**config.mk**
```make
export PLATFORM = sky130hd
export DESIGN_NAME = mutex_lock_master
export DESIGN_NICKNAME = d
export VERILOG_FILES = /design/src/rtl/mutex_lock_master.sv
export SDC_FILE = /design/constraint.sdc
export NUM_CORES = 1
export LEC_CHECK = 0
export CORE_ASPECT_RATIO = 0.6
export CORE_UTILIZATION = 47
export CTS_BUF_LIST = sky130_fd_sc_hd__clkbuf_8
export DETAILED_ROUTE_END_ITERATION = 16
export GPL_TIMING_DRIVEN = 1
export PLACE_DENSITY_LB_ADDON = 0.15
export SETUP_SLACK_MARGIN = 0.4
export SYNTH_ARGS = -nofsm -noshare
export SYNTH_HDL_FRONTEND = slang
export SYNTH_SLANG_ARGS = --single-unit
```
**constraint.sdc**
```tcl
create_clock -name clk -period 2.7 [get_ports clk]
set_clock_uncertainty 0.15 [all_clocks]
set_input_delay 0.54 -clock clk [delete_from_list [all_inputs] [get_ports clk]]
set_output_delay 0.54 -clock clk [all_outputs]
set_load 0.02 [all_outputs]
```
**src/rtl/mutex_lock_master.sv**
```systemverilog
// Avalon-MM master that acquires/releases a hardware mutex for local logic.
// Optional MUTEX_RESET_CLEAR_EN: clear the slave reset flag once after reset.
module mutex_lock_master #(
  parameter logic [15:0] OWNER_ID       = 16'h0001,
  parameter logic [15:0] LOCK_VALUE     = 16'h0001,
  parameter int unsigned BACKOFF_CYCLES = 16,
  parameter int unsigned MAX_RETRIES    = 8
) (
  input  logic        clk,
  input  logic        reset_n,
  input  logic        lock_req,
  input  logic        unlock_req,
  output logic        lock_granted,
  output logic        lock_busy,
  output logic        lock_fail,
  output logic        avm_address,
  output logic        avm_read,
  output logic        avm_write,
  output logic [31:0] avm_writedata,
  input  logic [31:0] avm_readdata,
  input  logic        avm_waitrequest
);

  typedef enum logic [2:0] {
    S_IDLE, S_ACQ_WR, S_ACQ_RD, S_BACKOFF,
    S_HELD, S_REL_WR, S_INIT_RD, S_INIT_WR
  } state_t;

  localparam logic [31:0] LOCK_WORD = {OWNER_ID, LOCK_VALUE};
  localparam logic [31:0] REL_WORD  = {OWNER_ID, 16'h0000};
  localparam logic [16:0] BO_LOAD   =
    17'(BACKOFF_CYCLES) + 17'(OWNER_ID[3:0]);
  localparam logic [8:0]  MAX_R     = 9'(MAX_RETRIES);

  state_t      r_state, w_next;
  logic [7:0]  r_retry, w_retry;
  logic [16:0] r_bo, w_bo;
  logic        r_fail, w_fail;
  logic        w_ready;
  logic [8:0]  w_tries;

`ifdef MUTEX_RESET_CLEAR_EN
  logic r_init_done;

  always_ff @(posedge clk or negedge reset_n) begin
    if (!reset_n)
      r_init_done <= 1'b0;
    else if ((r_state == S_INIT_RD || r_state == S_INIT_WR)
             && w_next == S_IDLE)
      r_init_done <= 1'b1;
  end

  assign w_ready = r_init_done;
`else
  assign w_ready = 1'b1;
`endif

  assign w_tries      = {1'b0, r_retry} + 9'd1;
  assign lock_fail    = r_fail;
  assign lock_granted = (r_state == S_HELD);

  always_ff @(posedge clk or negedge reset_n) begin
    if (!reset_n) begin
      r_state <= S_IDLE;
      r_retry <= '0;
      r_bo    <= '0;
      r_fail  <= 1'b0;
    end else begin
      r_state <= w_next;
      r_retry <= w_retry;
      r_bo    <= w_bo;
      r_fail  <= w_fail;
    end
  end

  always_comb begin
    w_next        = r_state;
    w_retry       = r_retry;
    w_bo          = r_bo;
    w_fail        = 1'b0;
    lock_busy     = 1'b1;
    avm_address   = 1'b0;
    avm_read      = 1'b0;
    avm_write     = 1'b0;
    avm_writedata = '0;
    unique case (r_state)
      S_IDLE: begin
        lock_busy = 1'b0;
        if (!w_ready) begin
          w_next = S_INIT_RD;
        end else if (lock_req) begin
          w_next  = S_ACQ_WR;
          w_retry = '0;
        end
      end
      S_ACQ_WR: begin
        avm_write     = 1'b1;
        avm_writedata = LOCK_WORD;
        if (!avm_waitrequest) w_next = S_ACQ_RD;
      end
      S_ACQ_RD: begin
        avm_read = 1'b1;
        if (!avm_waitrequest) begin
          if (avm_readdata == LOCK_WORD) begin
            w_next = S_HELD;
          end else begin
            w_retry = (r_retry == 8'hFF) ? r_retry : w_tries[7:0];
            if (MAX_R != 9'd0 && w_tries == MAX_R) begin
              w_next = S_IDLE;
              w_fail = 1'b1;
            end else begin
              w_next = S_BACKOFF;
              w_bo   = BO_LOAD;
            end
          end
        end
      end
      S_BACKOFF: begin
        // Count reaches zero on the last idle cycle, so BO_LOAD idle cycles.
        if (r_bo <= 17'd1) begin
          w_next = S_ACQ_WR;
          w_bo   = '0;
        end else begin
          w_bo = r_bo - 17'd1;
        end
      end
      S_HELD: begin
        lock_busy = 1'b0;
        if (unlock_req) w_next = S_REL_WR;
      end
      S_REL_WR: begin
        avm_write     = 1'b1;
        avm_writedata = REL_WORD;
        if (!avm_waitrequest) w_next = S_IDLE;
      end
      S_INIT_RD: begin
        avm_address = 1'b1;
        avm_read    = 1'b1;
        if (!avm_waitrequest)
          w_next = avm_readdata[0] ? S_INIT_WR : S_IDLE;
      end
      S_INIT_WR: begin
        avm_address = 1'b1;
        avm_write   = 1'b1;
        if (!avm_waitrequest) w_next = S_IDLE;
      end
    endcase
  end

endmodule

```
# [Word-level counts from Yosys, hierarchy flattened]
# Index checks and enable logic that the tools add are counted.
[classes] muxes=30 order_cmp=1 addsub=2 n_eq_ne=20 reduce_logical=11
[ops] cell="17-bit 2-to-1 mux" n=4
[ops] cell="17-bit one-hot mux with 2 select lines" n=2
[ops] cell="32-bit by 17-bit == test with 1-bit output, second input constant" n=1
[ops] cell="8-bit 2-to-1 mux" n=4
[ops] cell="3-bit 2-to-1 mux" n=9
[ops] cell="3-bit one-hot mux with 7 select lines" n=1
[ops] cell="2-bit != test, second input constant" n=10
[ops] cell="17-bit by 1-bit less-or-equal comparator with 1-bit output, second input constant" n=1
[ops] cell="17-bit by 1-bit subtractor with 17-bit output, second input constant" n=1
[ops] cell="8-bit one-hot mux with 2 select lines" n=1
[ops] cell="3-bit == test, second input constant" n=4
[ops] cell="8-bit by 1-bit adder with 9-bit output, second input constant" n=1
[ops] cell="9-bit by 4-bit == test with 1-bit output, second input constant" n=1
[ops] cell="8-bit == test, second input constant" n=1
[ops] cell="1-bit 2-to-1 mux" n=8
[ops] cell="2-bit OR reduction" n=4
[ops] cell="7-bit AND reduction" n=1
[ops] cell="3-bit by 2-bit == test with 1-bit output, second input constant" n=2
[ops] cell="5-bit AND reduction" n=1
[ops] cell="4-bit AND reduction" n=1
[ops] cell="2-bit nonzero test" n=2
[ops] cell="3-bit by 1-bit == test with 1-bit output, second input constant" n=1
[ops] cell="3-bit logical NOT" n=1
[ops] cell="3-bit OR reduction" n=1
[ops] cell="2-bit 2-to-1 mux" n=1
[word_totals] in_bits=37 wordCells=68 output_inout_bits=38 regBits=29

# [Depth between registers and ports, before layout]
[depth] ltp_word=6 mapped_depth=7 mapped_depth_nobuf=6

# [Worst setup path before layout]
# OpenSTA, ideal clock, no wires.
[synth_path] path_kind="input to register" startpoint="input avm_readdata[19]" endpoint="register r_retry[3]" n_path_buf=0 arrival_ps=1738 setup_time_ps=140 t_required_ps=2410 setup_slack_ps=672 stages=5 path_cell_list="nor4b_1 -> nand4_1 -> o211a_1 -> a21boi_0 -> o211ai_1"
[synth_between] elab_chain_cells=3
[synth_lines] element="start: declaration" line="20" text="input logic [31:0] avm_readdata,"
[synth_lines] element="32-bit by 17-bit == test with 1-bit output" line="104" text="if (avm_readdata == LOCK_WORD) begin"
[synth_lines] element="2-bit != test (no line)"
[synth_lines] element="5-bit AND reduction (no line)"
[synth_lines] element="end signal: assignment" line="70" text="r_retry <= w_retry;"
[synth_lines] element="end: declaration" line="36" text="logic [7:0] r_retry, w_retry;"
# No other way between the ends.
# A chain may end at the register's enable or synchronous reset.

# [Worst setup path in the final report]
[layout_path] startpoint="input avm_readdata[5]" endpoint="register r_retry[4]"
# Same word-level chain as after synthesis.

==> metrics.txt <==
# TYPE chip_impl_metric gauge
chip_impl_metric{name="critPathRequiredTime",unit="ps"} 2740
chip_impl_metric{name="setup_viol_count_final",unit=""} 0
chip_impl_metric{name="min_period_over_period",unit="%"} 83.9
chip_impl_metric{name="fmaxAchievable",unit="MHz"} 442
chip_impl_metric{name="syn_avg_cell_area",unit="sq um"} 8.45
chip_impl_metric{name="hold_slack",unit="ps"} 365
chip_impl_metric{name="p_leak",unit="nW"} 1.23
chip_impl_metric{name="fraction_of_final_layout_cells_with_drive_strength_greater_than_1",unit="%"} 14.7
chip_impl_info{name="tritoncts",value="yes"} 1
chip_impl_metric{name="filler_cell_count",unit=""} 367
chip_impl_metric{name="synthesis.area",unit="sq um"} 2160
chip_impl_metric{name="floorplan.die.width",unit="um"} 89.6
chip_impl_info{name="synthFlopType",value="sky130_fd_sc_hd__dfrtp_1"} 1
chip_impl_metric{name="grt.overflow.total",unit=""} 0
chip_impl_metric{name="synth.yosys.seq_area_share",unit="%"} 33.5
chip_impl_info{name="crit_path_start_kind",value="primary input"} 1
chip_impl_metric{name="first_global_vias",unit=""} 1775
chip_impl_metric{name="htree_levels",unit=""} 2
chip_impl_info{name="grt_setup_unrepaired",value="no"} 1
chip_impl_metric{name="period_needed",unit="ps"} 2260
chip_impl_metric{name="floorplan.die_area",unit="sq um"} 4890
chip_impl_metric{name="synth-edff-count",unit=""} 0
chip_impl_metric{name="setup_slack",unit="ps"} 436
chip_impl_metric{name="clk_transition_reported_paths",unit="ps"} 70
chip_impl_info{name="worst-setup-path-type",value="primary input to register"} 1
chip_impl_info{name="timing.critical_path.to_type",value="register"} 1
chip_impl_metric{name="power.density_cell_area",unit="nW/um^2"} 935
chip_impl_metric{name="worst-endpoint-arrival",unit="ps"} 2300
chip_impl_info{name="outcome",value="complete, no violations"} 1
chip_impl_metric{name="final_wl",unit="mm"} 5.79
chip_impl_metric{name="final_nets",unit=""} 352
chip_impl_info{name="ctsRootBufferMaster",value="sky130_fd_sc_hd__clkbuf_8"} 1
chip_impl_metric{name="fin_util",unit="%"} 65.1
chip_impl_metric{name="critPathMaxFanout",unit=""} 5
chip_impl_info{name="hp-class",value="register to register"} 1
chip_impl_info{name="synth_top_cells_by_area",value="sky130_fd_sc_hd__dfrtp_1 34%, sky130_fd_sc_hd__buf_4 10%, sky130_fd_sc_hd__o21ai_0 4.2%, sky130_fd_sc_hd__nand3_1 3.5%, sky130_fd_sc_hd__nor2_1 3.5%"} 1
chip_impl_metric{name="placement_rows",unit=""} 18
chip_impl_metric{name="ant_nets",unit=""} 0
chip_impl_metric{name="postSynthRegisterBits",unit=""} 29
chip_impl_metric{name="grt_usage",unit="%"} 25.9
chip_impl_metric{name="clkLatencyLatePin",unit="ps"} 290
chip_impl_metric{name="globalplace.congestion",unit=""} 0.887
chip_impl_metric{name="postSynthCellCount",unit=""} 256
chip_impl_metric{name="dr_total_vias",unit=""} 2112
chip_impl_metric{name="quantity_of_hold_fixing_buffers_added_after_cts",unit=""} 0
chip_impl_metric{name="post_dp_cell_area",unit="sq um"} 2600
chip_impl_metric{name="start_util",unit="%"} 50.8
chip_impl_metric{name="flow.area_growth_from_synthesis",unit="%"} 28.0
chip_impl_metric{name="post_route_drc",unit=""} 0
chip_impl_metric{name="place_hpwl",unit="mm"} 4.24
chip_impl_metric{name="cts_buffers",unit=""} 5
chip_impl_metric{name="die_height",unit="um"} 54.6
chip_impl_metric{name="r2r_setup_slack",unit="ps"} 510
chip_impl_metric{name="synth_warnings",unit=""} 0
chip_impl_metric{name="max-slew-margin-rel",unit="%"} 66.5
chip_impl_metric{name="core-area",unit="sq um"} 4260
chip_impl_metric{name="tightest_slew",unit="ps"} 500
chip_impl_metric{name="slew_viol_final",unit=""} 0
chip_impl_metric{name="vias_per_cell",unit=""} 5.66
chip_impl_metric{name="clock_sink_count",unit=""} 29
chip_impl_metric{name="boundaryPins",unit=""} 75
chip_impl_metric{name="postLayoutCellArea",unit="sq um"} 2770
chip_impl_metric{name="port_buffers",unit=""} 44
chip_impl_info{name="synth.most_common_cell",value="sky130_fd_sc_hd__buf_4"} 1
chip_impl_metric{name="drtPass1Iterations",unit=""} 5
chip_impl_metric{name="synth_top_area_share",unit="%"} 33.5
chip_impl_metric{name="asyncSetResetFlopFracSynth",unit="%"} 100
chip_impl_metric{name="maxCapViolations",unit=""} 0
chip_impl_metric{name="cts.path.max_buffers",unit=""} 2
chip_impl_metric{name="vdd.ir_drop.worst",unit="uV"} 572
chip_impl_info{name="synth_commonest_cells",value="30 x sky130_fd_sc_hd__buf_4, 29 x sky130_fd_sc_hd__dfrtp_1, 20 x sky130_fd_sc_hd__nor2_1"} 1
chip_impl_metric{name="report.final.hold_viol_count",unit=""} 0
chip_impl_metric{name="num_antenna_cells",unit=""} 0
chip_impl_metric{name="post_drt_wl_per_cell",unit="um"} 15.5
chip_impl_metric{name="initialDrtViolationCount",unit=""} 173
chip_impl_metric{name="grt_antenna_before_repair",unit=""} 0
chip_impl_metric{name="detailedPlace.worstSlack",unit="ps"} -37.2
chip_impl_metric{name="grt_max_degree",unit=""} 30
chip_impl_metric{name="synth.distinct_cells",unit=""} 54
chip_impl_info{name="synth_top_area_cell",value="sky130_fd_sc_hd__dfrtp_1"} 1
chip_impl_metric{name="grt_first_pass_wirelength",unit="mm"} 8.99
==> per-stage QoR <==
stage / TNS, ps / total power [mW] / instances
4_1_cts: 0 / 2.54 / 373
3_3_place_gp: 0 / 2.13 / 361
3_5_place_dp: -161 / 2.16 / 361
5_1_grt: 0 / 2.78 / 373
6_report: 0 / 2.59 / 373
2_1_floorplan: 0 / 1.78 / 285
==> final timing paths <==
check	startpoint	to	depth (start not counted)
worst max register to register	r_bo[14]	r_bo[6]	5
min in group asynchronous	reset_n	r_retry[3]	2
worst min register to register	r_bo[16]	r_bo[16]	1
worst min-delay path	r_bo[16]	r_bo[16]	1
worst max-delay path	avm_readdata[5]	r_retry[4]	7
max in group asynchronous	reset_n	r_state[1]	2
==> cells in the final DEF (no fill, tap or decap), types with 3 or more instances in the layout <==
cell type	instances
sky130_fd_sc_hd__a21oi_1	10
sky130_fd_sc_hd__inv_1	13
sky130_fd_sc_hd__nor4_2	5
sky130_fd_sc_hd__nand2_1	13
sky130_fd_sc_hd__nand4_1	4
sky130_fd_sc_hd__nand3_1	15
sky130_fd_sc_hd__o211ai_1	6
sky130_fd_sc_hd__nor3_1	7
sky130_fd_sc_hd__and2_1	3
sky130_fd_sc_hd__clkdlybuf4s50_1	38
sky130_fd_sc_hd__a31oi_1	7
sky130_fd_sc_hd__o21ai_0	17
sky130_fd_sc_hd__and3_1	3
sky130_fd_sc_hd__dlygate4sd2_1	4
sky130_fd_sc_hd__buf_4	13
sky130_fd_sc_hd__dfrtp_1	28
sky130_fd_sc_hd__or2_2	4
sky130_fd_sc_hd__ha_1	3
sky130_fd_sc_hd__nor3_2	3
sky130_fd_sc_hd__clkbuf_8	5
sky130_fd_sc_hd__nor2_1	20
sky130_fd_sc_hd__conb_1	30
sky130_fd_sc_hd__or3_1	3
sky130_fd_sc_hd__nor4b_2	3
sky130_fd_sc_hd__a21o_1	5
sky130_fd_sc_hd__a221o_1	4
sky130_fd_sc_hd__nor4_1	5
==> metal layers <==
layer	part of all wire, %	wire length, um	up-vias	GRT usage (%)
li1	-	-	1002	-
met1	50	2910	994	38.3
met2	40	2290	110	33.8
met3	9.4	542	6	10.7
met4	0.85	49	0	6.08
met5	0	0	-	0
==> registers in the layout (all words and copies together), names as in the netlist <==
name / count
r_state: 3
r_retry: 8
lock_fail: 1
r_bo: 17
==> kinds of logic after synthesis <==
logic type | share of synthesized area [%]
compound gates | 24.4
fa+ha+maj | 1.74
buf+inv | 13.9
flops | 33.5
mux | 0.520
other cells | 0.173
simple gates | 25.8
==> where the power goes <==
part / leakage [nW] / total, mW / switching, mW / internal (mW)
clock: 0.0491 / 0.355 / 0.181 / 0.174
combinational: 0.810 / 1.41 / 0.831 / 0.576
sequential: 0.373 / 0.826 / 0.230 / 0.596
total: 1.23 / 2.59 / 1.24 / 1.35
==> final cells by class <==
type / count / area, sq um / share of cell area (%)
Tap cell: 60 / 75.1 / 2.71
Sequential cell: 29 / 727 / 26.3
Multi-Input combinational cell: 207 / 1300 / 47.0
Clock buffer: 5 / 68.8 / 2.49
Clock inverter: 3 / 13.8 / 0.497
Timing Repair Buffer: 57 / 538 / 19.4
Inverter: 12 / 45.0 / 1.63
==> repair_timing <==
| action | in CTS | in global routing |
|---|---|---|
| setup buffers | 4 | 0 |
| gates resized for setup | 9 | 10 |
| setup endpoints to repair | 25 | 23 |
| pin swaps | 1 | 5 |
==> worst max-delay path, cell delays in order <==
cell,delay (ps)
sky130_fd_sc_hd__clkdlybuf4s50_1,440
sky130_fd_sc_hd__nor4_2,300
sky130_fd_sc_hd__nand4_1,270
sky130_fd_sc_hd__o211ai_1,330
sky130_fd_sc_hd__buf_4,190
sky130_fd_sc_hd__o41ai_1,70
sky130_fd_sc_hd__a21o_1,160
Note: power is estimated with default switching activity, not from simulation.
